[src/rtl/dsp_ctrl_pkg.sv]
// Shared constants and types for the DSP48A1 MAC sequencer.
// Ports: none (package). Holds OPMODE encodings, FSM state enum and datapath widths.
// Latency/backpressure: n/a.
package dsp_ctrl_pkg;

   localparam int ACC_W = 48;   // slice P / result width
   localparam int IN_W  = 18;   // slice A/B operand width

   // X mux = M, Z mux = 0: start a fresh sum with the first product
   localparam logic [7:0] OPM_MUL = 8'h01;
   // X mux = M, Z mux = P: accumulate onto the running sum
   localparam logic [7:0] OPM_MAC = 8'h09;

   typedef enum logic [2:0] {
      CLEAR,
      IDLE,
      FEED,
      DRAIN,
      HOLD
   } state_t;

endpackage

[src/rtl/dsp_mac_ctrl_opmode_delay.sv]
// CE-gated shift register that delays each OPMODE tag until its product reaches the slice M stage.
// Ports: clk_i, rst_i (sync clear), ce_i (shift enable), din_i (tag in), dout_o (tail).
// Latency: DEPTH CE-enabled edges; holds contents when ce_i is low.
module opmode_delay
#(
   parameter int DEPTH = 2
)(
   input  logic       clk_i,
   input  logic       rst_i,
   input  logic       ce_i,
   input  logic [7:0] din_i,
   output logic [7:0] dout_o
);

   logic [7:0] sr_q [DEPTH];

   always_ff @(posedge clk_i) begin
      if (rst_i) begin
         for (int i = 0; i < DEPTH; i++) begin
            sr_q[i] <= 8'h00;
         end
      end else if (ce_i) begin
         sr_q[0] <= din_i;
         for (int i = 1; i < DEPTH; i++) begin
            sr_q[i] <= sr_q[i-1];
         end
      end
   end

   assign dout_o = sr_q[DEPTH-1];

endmodule

[src/rtl/dsp_mac_ctrl.sv]
// Sequencer feeding a DSP48A1 slice to compute an N_TAPS-term signed dot product.
// Ports: clk/RST; s_valid/s_ready/s_a/s_b pair input; dsp_* slice drive and dsp_P return;
//        m_valid/m_ready/m_data result. Last pair to m_valid: PIPE_LAT+1 edges; s_ready low outside IDLE/FEED.
module dsp_mac_ctrl
   import dsp_ctrl_pkg::*;
#(
   parameter int N_TAPS     = 8,
   parameter int PIPE_LAT   = 4,
   parameter int OPMODE_DLY = 2,
   parameter int CLR_CYC    = 2
)(
   input  logic             clk,
   input  logic             RST,
   input  logic             s_valid,
   output logic             s_ready,
   input  logic [IN_W-1:0]  s_a,
   input  logic [IN_W-1:0]  s_b,
   output logic [IN_W-1:0]  dsp_A,
   output logic [IN_W-1:0]  dsp_B,
   output logic [7:0]       dsp_OPMODE,
   output logic             dsp_CE,
   output logic             dsp_RST,
   input  logic [ACC_W-1:0] dsp_P,
   output logic             m_valid,
   input  logic             m_ready,
   output logic [ACC_W-1:0] m_data
);

   localparam logic [8:0] LAST_TAP   = 9'(N_TAPS - 1);
   localparam logic [7:0] CLR_LAST   = 8'(CLR_CYC - 1);
   localparam logic [7:0] DRAIN_LAST = 8'(PIPE_LAT);

   state_t            state_q, state_d;
   logic [8:0]        tap_q, tap_d;
   logic [7:0]        cnt_q, cnt_d;      // CLEAR / DRAIN cycle counter
   logic              s_ready_q, s_ready_d;
   logic              m_valid_q, m_valid_d;
   logic [ACC_W-1:0]  m_data_q, m_data_d;
   logic [IN_W-1:0]   a_q, a_d, b_q, b_d;
   logic              ce_q, ce_d;
   logic              dsp_rst_q, dsp_rst_d;
   // OPMODE tag registered alongside dsp_A/dsp_B; it enters the delay line on the
   // same CE-enabled edge on which the slice A0 register takes the operands, so
   // tag and product advance in lockstep through any stalls.
   logic [7:0]        op_q, op_d;
   logic              accept;

   assign accept = s_valid & s_ready_q;

   always_comb begin
      state_d   = state_q;
      tap_d     = tap_q;
      cnt_d     = cnt_q;
      s_ready_d = 1'b0;
      m_valid_d = m_valid_q;
      m_data_d  = m_data_q;
      a_d       = a_q;
      b_d       = b_q;
      ce_d      = 1'b0;
      dsp_rst_d = 1'b0;
      op_d      = op_q;

      unique case (state_q)
         CLEAR: begin
            dsp_rst_d = 1'b1;
            cnt_d     = cnt_q + 8'd1;
            if (cnt_q == CLR_LAST) begin
               state_d   = IDLE;
               dsp_rst_d = 1'b0;
               s_ready_d = 1'b1;
               cnt_d     = 8'd0;
            end
         end

         IDLE, FEED: begin
            s_ready_d = 1'b1;
            if (accept) begin
               a_d   = s_a;
               b_d   = s_b;
               ce_d  = 1'b1;
               op_d  = (state_q == IDLE) ? OPM_MUL : OPM_MAC;
               tap_d = (state_q == IDLE) ? 9'd1 : tap_q + 9'd1;
               state_d = FEED;
               // tap_q counts pairs already taken; this accept is the last one
               if (tap_q == LAST_TAP) begin
                  state_d   = DRAIN;
                  s_ready_d = 1'b0;
                  cnt_d     = 8'd0;
               end
            end
         end

         DRAIN: begin
            // zero operands keep the slice clocking until the last product lands in P
            a_d   = '0;
            b_d   = '0;
            op_d  = OPM_MAC;
            ce_d  = 1'b1;
            cnt_d = cnt_q + 8'd1;
            if (cnt_q == DRAIN_LAST) begin
               m_data_d  = dsp_P;
               m_valid_d = 1'b1;
               ce_d      = 1'b0;
               state_d   = HOLD;
            end
         end

         HOLD: begin
            if (m_ready) begin
               m_valid_d = 1'b0;
               s_ready_d = 1'b1;
               tap_d     = 9'd0;
               state_d   = IDLE;
            end
         end

         default: begin
            state_d = CLEAR;
         end
      endcase
   end

   always_ff @(posedge clk) begin
      if (RST) begin
         state_q   <= CLEAR;
         tap_q     <= 9'd0;
         cnt_q     <= 8'd0;
         s_ready_q <= 1'b0;
         m_valid_q <= 1'b0;
         m_data_q  <= '0;
         a_q       <= '0;
         b_q       <= '0;
         ce_q      <= 1'b0;
         dsp_rst_q <= 1'b1;
         op_q      <= 8'h00;
      end else begin
         state_q   <= state_d;
         tap_q     <= tap_d;
         cnt_q     <= cnt_d;
         s_ready_q <= s_ready_d;
         m_valid_q <= m_valid_d;
         m_data_q  <= m_data_d;
         a_q       <= a_d;
         b_q       <= b_d;
         ce_q      <= ce_d;
         dsp_rst_q <= dsp_rst_d;
         op_q      <= op_d;
      end
   end

   // shifts on the same edges the slice pipeline advances (slice CE high)
   opmode_delay #(
      .DEPTH (OPMODE_DLY)
   ) u_opmode_delay (
      .clk_i  (clk),
      .rst_i  (RST),
      .ce_i   (ce_q),
      .din_i  (op_q),
      .dout_o (dsp_OPMODE)
   );

   assign s_ready = s_ready_q;
   assign m_valid = m_valid_q;
   assign m_data  = m_data_q;
   assign dsp_A   = a_q;
   assign dsp_B   = b_q;
   assign dsp_CE  = ce_q;
   assign dsp_RST = dsp_rst_q;

endmodule

[config.mk]
export PLATFORM = sky130hd
export DESIGN_NAME = dsp_mac_ctrl
export DESIGN_NICKNAME = d
export VERILOG_FILES = /design/src/rtl/dsp_ctrl_pkg.sv /design/src/rtl/dsp_mac_ctrl_opmode_delay.sv /design/src/rtl/dsp_mac_ctrl.sv
export SDC_FILE = /design/constraint.sdc
export NUM_CORES = 1
export LEC_CHECK = 0
export ABC_AREA = 1
export CORE_MARGIN = 3
export CORE_UTILIZATION = 25
export DETAILED_ROUTE_END_ITERATION = 10
export RECOVER_POWER = 50
export SYNTH_ARGS = -nofsm -noshare
export SYNTH_HDL_FRONTEND = slang
export SYNTH_SLANG_ARGS = --single-unit
[constraint.sdc]
create_clock -name clk -period 2 [get_ports clk]
set_input_delay 0.5 -clock clk [delete_from_list [all_inputs] [get_ports clk]]
set_output_delay 0.5 -clock clk [all_outputs]
set_load 0.005 [all_outputs]
==> impl_metrics.tcl, run 1 <==
set metrics [dict create \
    outcome "finished clean" \
    ir_drop_mv 0.605 \
    setup_viol 0 \
    cts_tree "done" \
    crit_family "buffers and inverters" \
    synth_top_area_share 0.466 \
    r2r_end "m_data[36]" \
    initial_utilization 0.259 \
    cts_sinks 114 \
    path_clk_slew_ns 0.06 \
    pin_count 184 \
    cts_setup_buffers 0 \
    ctsHoldBuffers 0 \
    layout.nets 905 \
    cp.depth 1 \
    hold_viol_final 0 \
    grt_pass1_vias 4270 \
    ant_nets 0 \
    dieArea_mm2 0.0206 \
    antenna_found_initial 0 \
    fin_skew_ns 0.00671 \
    ys_seq_elements 114 \
    start_kind "flop" \
    fmax_mhz 548 \
    row_count 49 \
    grt_max_degree 60 \
    die_h_um 144 \
    crit_fanout 2 \
    worstSkewPairLatency_ns 0.41 \
    setup_ws_ns 0.177 \
    pre_cts_ws_ns -0.00956 \
    wl_um 14000 \
    critPathRequiredTime_ns 1.50 \
    worst-slew-pin-transition_ns 0.548 \
    crit_type "reg -> out" \
    r2r_slack_ns 0.22 \
    timing.final.crit_share 0.912 \
    critical_path_arrival_ns 1.32 \
    synth.distinct_cells 28 \
    end_kind "output pin" \
    synth_area_leader_cell "dfxtp_1" \
    yosysWarningCount 0 \
    synthCells 641 \
    overflow 0 \
    p_per_area_mw_per_mm2 1040 \
    drc 0 \
    drive_gt1_frac 0.0690 \
    num_vias 4674 \
    rsz0062_at_grt "no" \
    core_area_mm2 0.0183 \
    stdcell_count 1055 \
    maxCapViolCount 0 \
    path_cells "dlygate4sd3_1" \
    grt_use_total 0.136 \
    ys_seq_area_frac 0.491 \
    gp_congestion 0.802 \
    dieWidth_um 144 \
    root_buffer "clkbuf_16" \
    power.leakage_uw 0.00275 \
    synth.avg_cell_area_um2 7.38 \
    area_delta_synth_final_pct 53.7 \
    period_minus_slack_ns 1.82 \
    cts_htree_levels 4 \
    crit_end "dsp_A[6]" \
    crit_buf_inv 1 \
    vias_per_cell 4.43 \
    wl_per_cell_um 13.3 \
    grt_pass1_wl_um 22200 \
    crit_path_top_delay_cell "dlygate4sd3_1" \
    num-fill-cells 1882 \
    first_iter_violations 189 \
    hp-class "reg -> reg" \
    antenna_cells 0 \
    critPathMaxStageDelay_ns 0.60 \
    r2r_cells 8 \
    regToRegStartpoint "cnt_q[0]" \
    ys_top_cells_by_area "dfxtp_1, nand2_1, nor2_1, a21oi_1, nand3_1" \
    regArea_mm2 0.00232 \
    multi_input_area_mm2 0.00203 \
    cts_buffers 17 \
    synth_area_mm2 0.00473 \
    dr.pass1.iters 4 \
    cts_resized 0 \
    drv_slew 0 \
    slew_headroom 0.631 \
    critPathLaunch "dsp_A[6]" \
    io_buffers 177 \
    placed_cells 1023 \
    cts_buffer_depth 2 \
    dp_hpwl_um 9490 \
]
report_power, final:
group	internal [µW]	switching, µW	total, µW
sequential	2490	123	2620
clock	1840	1140	2980
combinational	828	1170	1990
total	5160	2430	7590
worst min path at each step:
stage | slack (ns) | end | cells past startpoint | startpoint
final | 0.46 | m_data[28] | 2 | m_data[28]
after CTS | 0.38 | dsp_CE | 2 | RST
after detailed placement | 0.45 | m_data[21] | 2 | m_data[21]
after global routing | 0.48 | m_data[4] | 2 | m_data[4]
after floorplan | 0.44 | tap_q[3] | 2 | tap_q[3]
after global placement | 0.45 | m_data[21] | 2 | m_data[21]
cell usage after synthesis:
library cell,n
a21oi_1,67
a41oi_1,1
buf_2,6
buf_4,12
buf_6,5
clkbuf_1,17
clkbuf_2,2
conb_1,1
dfxtp_1,110
edfxtp_1,4
ha_1,4
inv_1,32
inv_2,4
nand2_1,126
nand2_2,4
nand3_1,66
nand3_2,2
nand4_1,1
nor2_1,118
nor2_2,5
nor2_4,2
nor3_1,1
o211ai_1,1
o21ai_0,42
o21ai_1,5
or2_2,1
xnor2_1,1
xor2_1,1
worst reg2reg max path, stage by stage (launching register included):
cell and delay, ns:
dfxtp_1 0.36, inv_1 0.12, ha_1 0.15, nand3_1 0.10
nor2_1 0.27, nand2_2 0.24, buf_6 0.26, nand2_1 0.11
a21oi_1 0.05
sequential cells by signal, summed over array words and instances (netlist names):
name,flops
op_q,2
m_valid,1
dsp_CE,1
tap_q,9
m_data,48
s_ready,1
dsp_A,18
dsp_B,18
state_q,3
cnt_q,8
dsp_RST,1
u_opmode_delay.sr_q,4
cell usage in the layout (no fill, tap or decap), types with 3 or more instances in the layout:
cell type / synthesis / final
a21oi_1: 67 / 67
buf_12: 0 / 4
buf_4: 12 / 5
clkbuf_1: 17 / 3
clkbuf_16: 0 / 17
clkdlybuf4s50_1: 0 / 142
clkinvlp_4: 0 / 5
conb_1: 1 / 6
dfxtp_1: 110 / 110
dlygate4sd3_1: 0 / 34
edfxtp_1: 4 / 4
ha_1: 4 / 4
inv_1: 32 / 34
inv_6: 0 / 3
nand2_1: 126 / 126
nand2_2: 4 / 4
nand3_1: 66 / 67
nor2_1: 118 / 119
nor2_2: 5 / 4
o21ai_0: 42 / 42
o21ai_1: 5 / 5
layout make-up:
type | instances | area share
Tap cell | 229 | 0.0394
Clock inverter | 15 | 0.0217
Sequential cell | 114 | 0.320
Inverter | 36 | 0.0186
Timing Repair Buffer | 190 | 0.262
Multi-Input combinational cell | 454 | 0.280
Clock buffer | 17 | 0.0586
logic make-up (layout without fill, tap and decap cells):
logic type | after synthesis | in the layout | synth area share
DFF | 114 | 114 | 0.491
other | 1 | 6 | 0.000793
xor gates and xnor gates | 2 | 2 | 0.00371
AOI/OAI and AO/OA | 116 | 116 | 0.124
adders and majority gates | 4 | 4 | 0.0106
and+or+nand+nor | 326 | 326 | 0.288
buffers and inverters | 78 | 258 | 0.0815
stage by stage:
stage	cell area [µm²]	utilization	power, µW	TNS (ns)	hold WS [ns]
detailed placement	6730	0.368	4770	-0.0512	0.452
global placement	6730	0.368	4770	0	0.447
floorplan	4750	-	3900	0	0.440
global route	7270	0.398	8130	0	0.476
finish	7270	0.398	7590	0	0.456
CTS	7310	0.400	7810	0	0.382
metal layers:
metal / part of all wire / GRT usage
met1: 0.46 / 0.175
met2: 0.43 / 0.207
met3: 0.091 / 0.0556
met5: 0 / 0
met4: 0.014 / 0.0446
Note: power is estimated with default switching activity, not from simulation.
==> inputs of run 2 (changes only) <==
- CTS_CLUSTER_SIZE: not set -> 25
==> results of run 2 <==
No change in the layout: final DEF, timing and power equal those of run 1.
==> inputs of run 3 (changes only) <==
- CORE_UTILIZATION: 25 -> 44
- PLACE_DENSITY: not set -> 0.81
==> impl_metrics.tcl, run 3 (synthesis gave the netlist of run 1 again) <==
set metrics [dict create \
    outcome "finished clean" \
    final_common_cell "clkdlybuf4s50_1" \
    io_buffers 177 \
    crit_family "buffers and inverters" \
    most-common-layout-cells "clkdlybuf4s50_1, nand2_1, nor2_1" \
    worstSkewPairLatency_ns 0.51 \
    cts_buffer_depth 2 \
    die_h_um 110 \
    root_buffer "clkbuf_8" \
    end_kind "output pin" \
    hp-class "in -> reg" \
    grt_use_total 0.223 \
    area_delta_synth_final_pct 50.7 \
    timing.final.crit_share 0.962 \
    antenna_cells 0 \
    rsz0062_at_grt "no" \
    overflow 0 \
    ant_nets 0 \
    gp_congestion 0.821 \
    critical_path_arrival_ns 1.42 \
    setup_viol 0 \
    hold_path_depth 2 \
    cts_sinks 114 \
    p_per_area_mw_per_mm2 1060 \
    grt_pass1_wl_um 21400 \
    crit_buf_inv 1 \
    dieWidth_um 110 \
    min_to "cnt_q[4]" \
    ir_drop_mv 0.733 \
    finalSetupTns_ns 0 \
    grt_max_degree 49 \
    fmax_mhz 519 \
    largest_reg_flops 48 \
    initial_utilization 0.456 \
    grt_pass1_vias 4588 \
    regToRegStartpoint "state_q[0]" \
    wl_per_cell_um 14.2 \
    hold_slack_ns 0.394 \
    dieArea_mm2 0.0120 \
    r2r_end "tap_q[1]" \
    wl_um 13600 \
    r2r_slack_ns 0.17 \
    path_clk_slew_ns 0.06 \
    first_iter_violations 298 \
    stdcell_count 960 \
    r2r_cells 8 \
    row_count 37 \
    layout.nets 903 \
    critPathRequiredTime_ns 1.50 \
    core_area_mm2 0.0104 \
    dp_hpwl_um 9750 \
    utilization 0.687 \
    cp.depth 1 \
    pin_count 184 \
    vias_per_cell 5.08 \
    antenna_found_initial 0 \
    maxCapViolCount 0 \
    drive_gt1_frac 0.0716 \
    slew_headroom 0.578 \
    crit_path_top_delay_cell "clkdlybuf4s50_1" \
    cts_tree "done" \
    placed_cells 928 \
    worst-slew-pin-transition_ns 0.631 \
    path_cells "clkdlybuf4s50_1" \
    dr.pass1.iters 5 \
    holdCritStartpoint "RST" \
    crit_fanout 3 \
    ctsHoldBuffers 0 \
    cts_buffers 17 \
    num_vias 4874 \
    hold_viol_final 0 \
    drv_slew 0 \
    fin_skew_ns 0.00947 \
    critPathMaxStageDelay_ns 0.53 \
    cts_htree_levels 4 \
    start_kind "flop" \
    period_minus_slack_ns 1.92 \
    crit_type "reg -> out" \
    drc 0 \
    power.leakage_uw 0.00276 \
]
run 3: changes by cell type in the layout (fill, tap and decap cells not counted), moves of 3 or more:
cell             before  now
clkdlybuf4s50_1     142  137
dlygate4sd3_1        34   39
buf_12                4    1
buf_4                 5    8
run 3: timing repair:
item,in CTS,in global routing
setup endpoints to repair,0,25
gates resized for setup,0,1
setup buffers,0,0
run 3: where the power goes:
part           internal, µW  leakage (µW)  switching, µW  total, µW
clock                  1910      0.000285           1090       3000
sequential             2500      0.000931            131       2630
combinational           786       0.00154           1160       1950
run 3: area by class of cell:
cell class                      instances  area, µm²
Sequential cell                       114       2320
Multi-Input combinational cell        454       2040
Tap cell                              136        170
Fill cell                             850       3240
Inverter                               36        135
Clock inverter                         15        184
Clock buffer                           17        414
Timing Repair Buffer                  188       1860
run 3: how the worst max path moves through the flow:
stage                      to     start  slack (ns)
finish                 dsp_CE    dsp_CE        0.08
global route         cnt_q[3]  tap_q[0]        0.01
CTS                    dsp_CE    dsp_CE        0.05
detailed placement   dsp_B[5]   s_valid        0.02
global placement     dsp_A[6]   s_valid         0.1
floorplan           m_data[0]  cnt_q[0]        0.57
run 3: routing by layer:
layer	global-route usage	vias to the layer above	routed length (µm)
met4	0.0677	0	153
met2	0.383	240	6550
met1	0.267	2215	5520
met3	0.0711	15	1360
li1	-	2404	-
met5	0	-	0
run 3: stage by stage:
step,total power (µW),instance area (µm²),worst slack [ns]
2_1_floorplan,3900,4750,0.569
3_3_place_gp,4610,6550,0.0994
3_5_place_dp,4690,6550,0.0205
4_1_cts,7710,7150,0.0518
5_1_grt,8000,7130,0.0141
6_report,7570,7130,0.0750
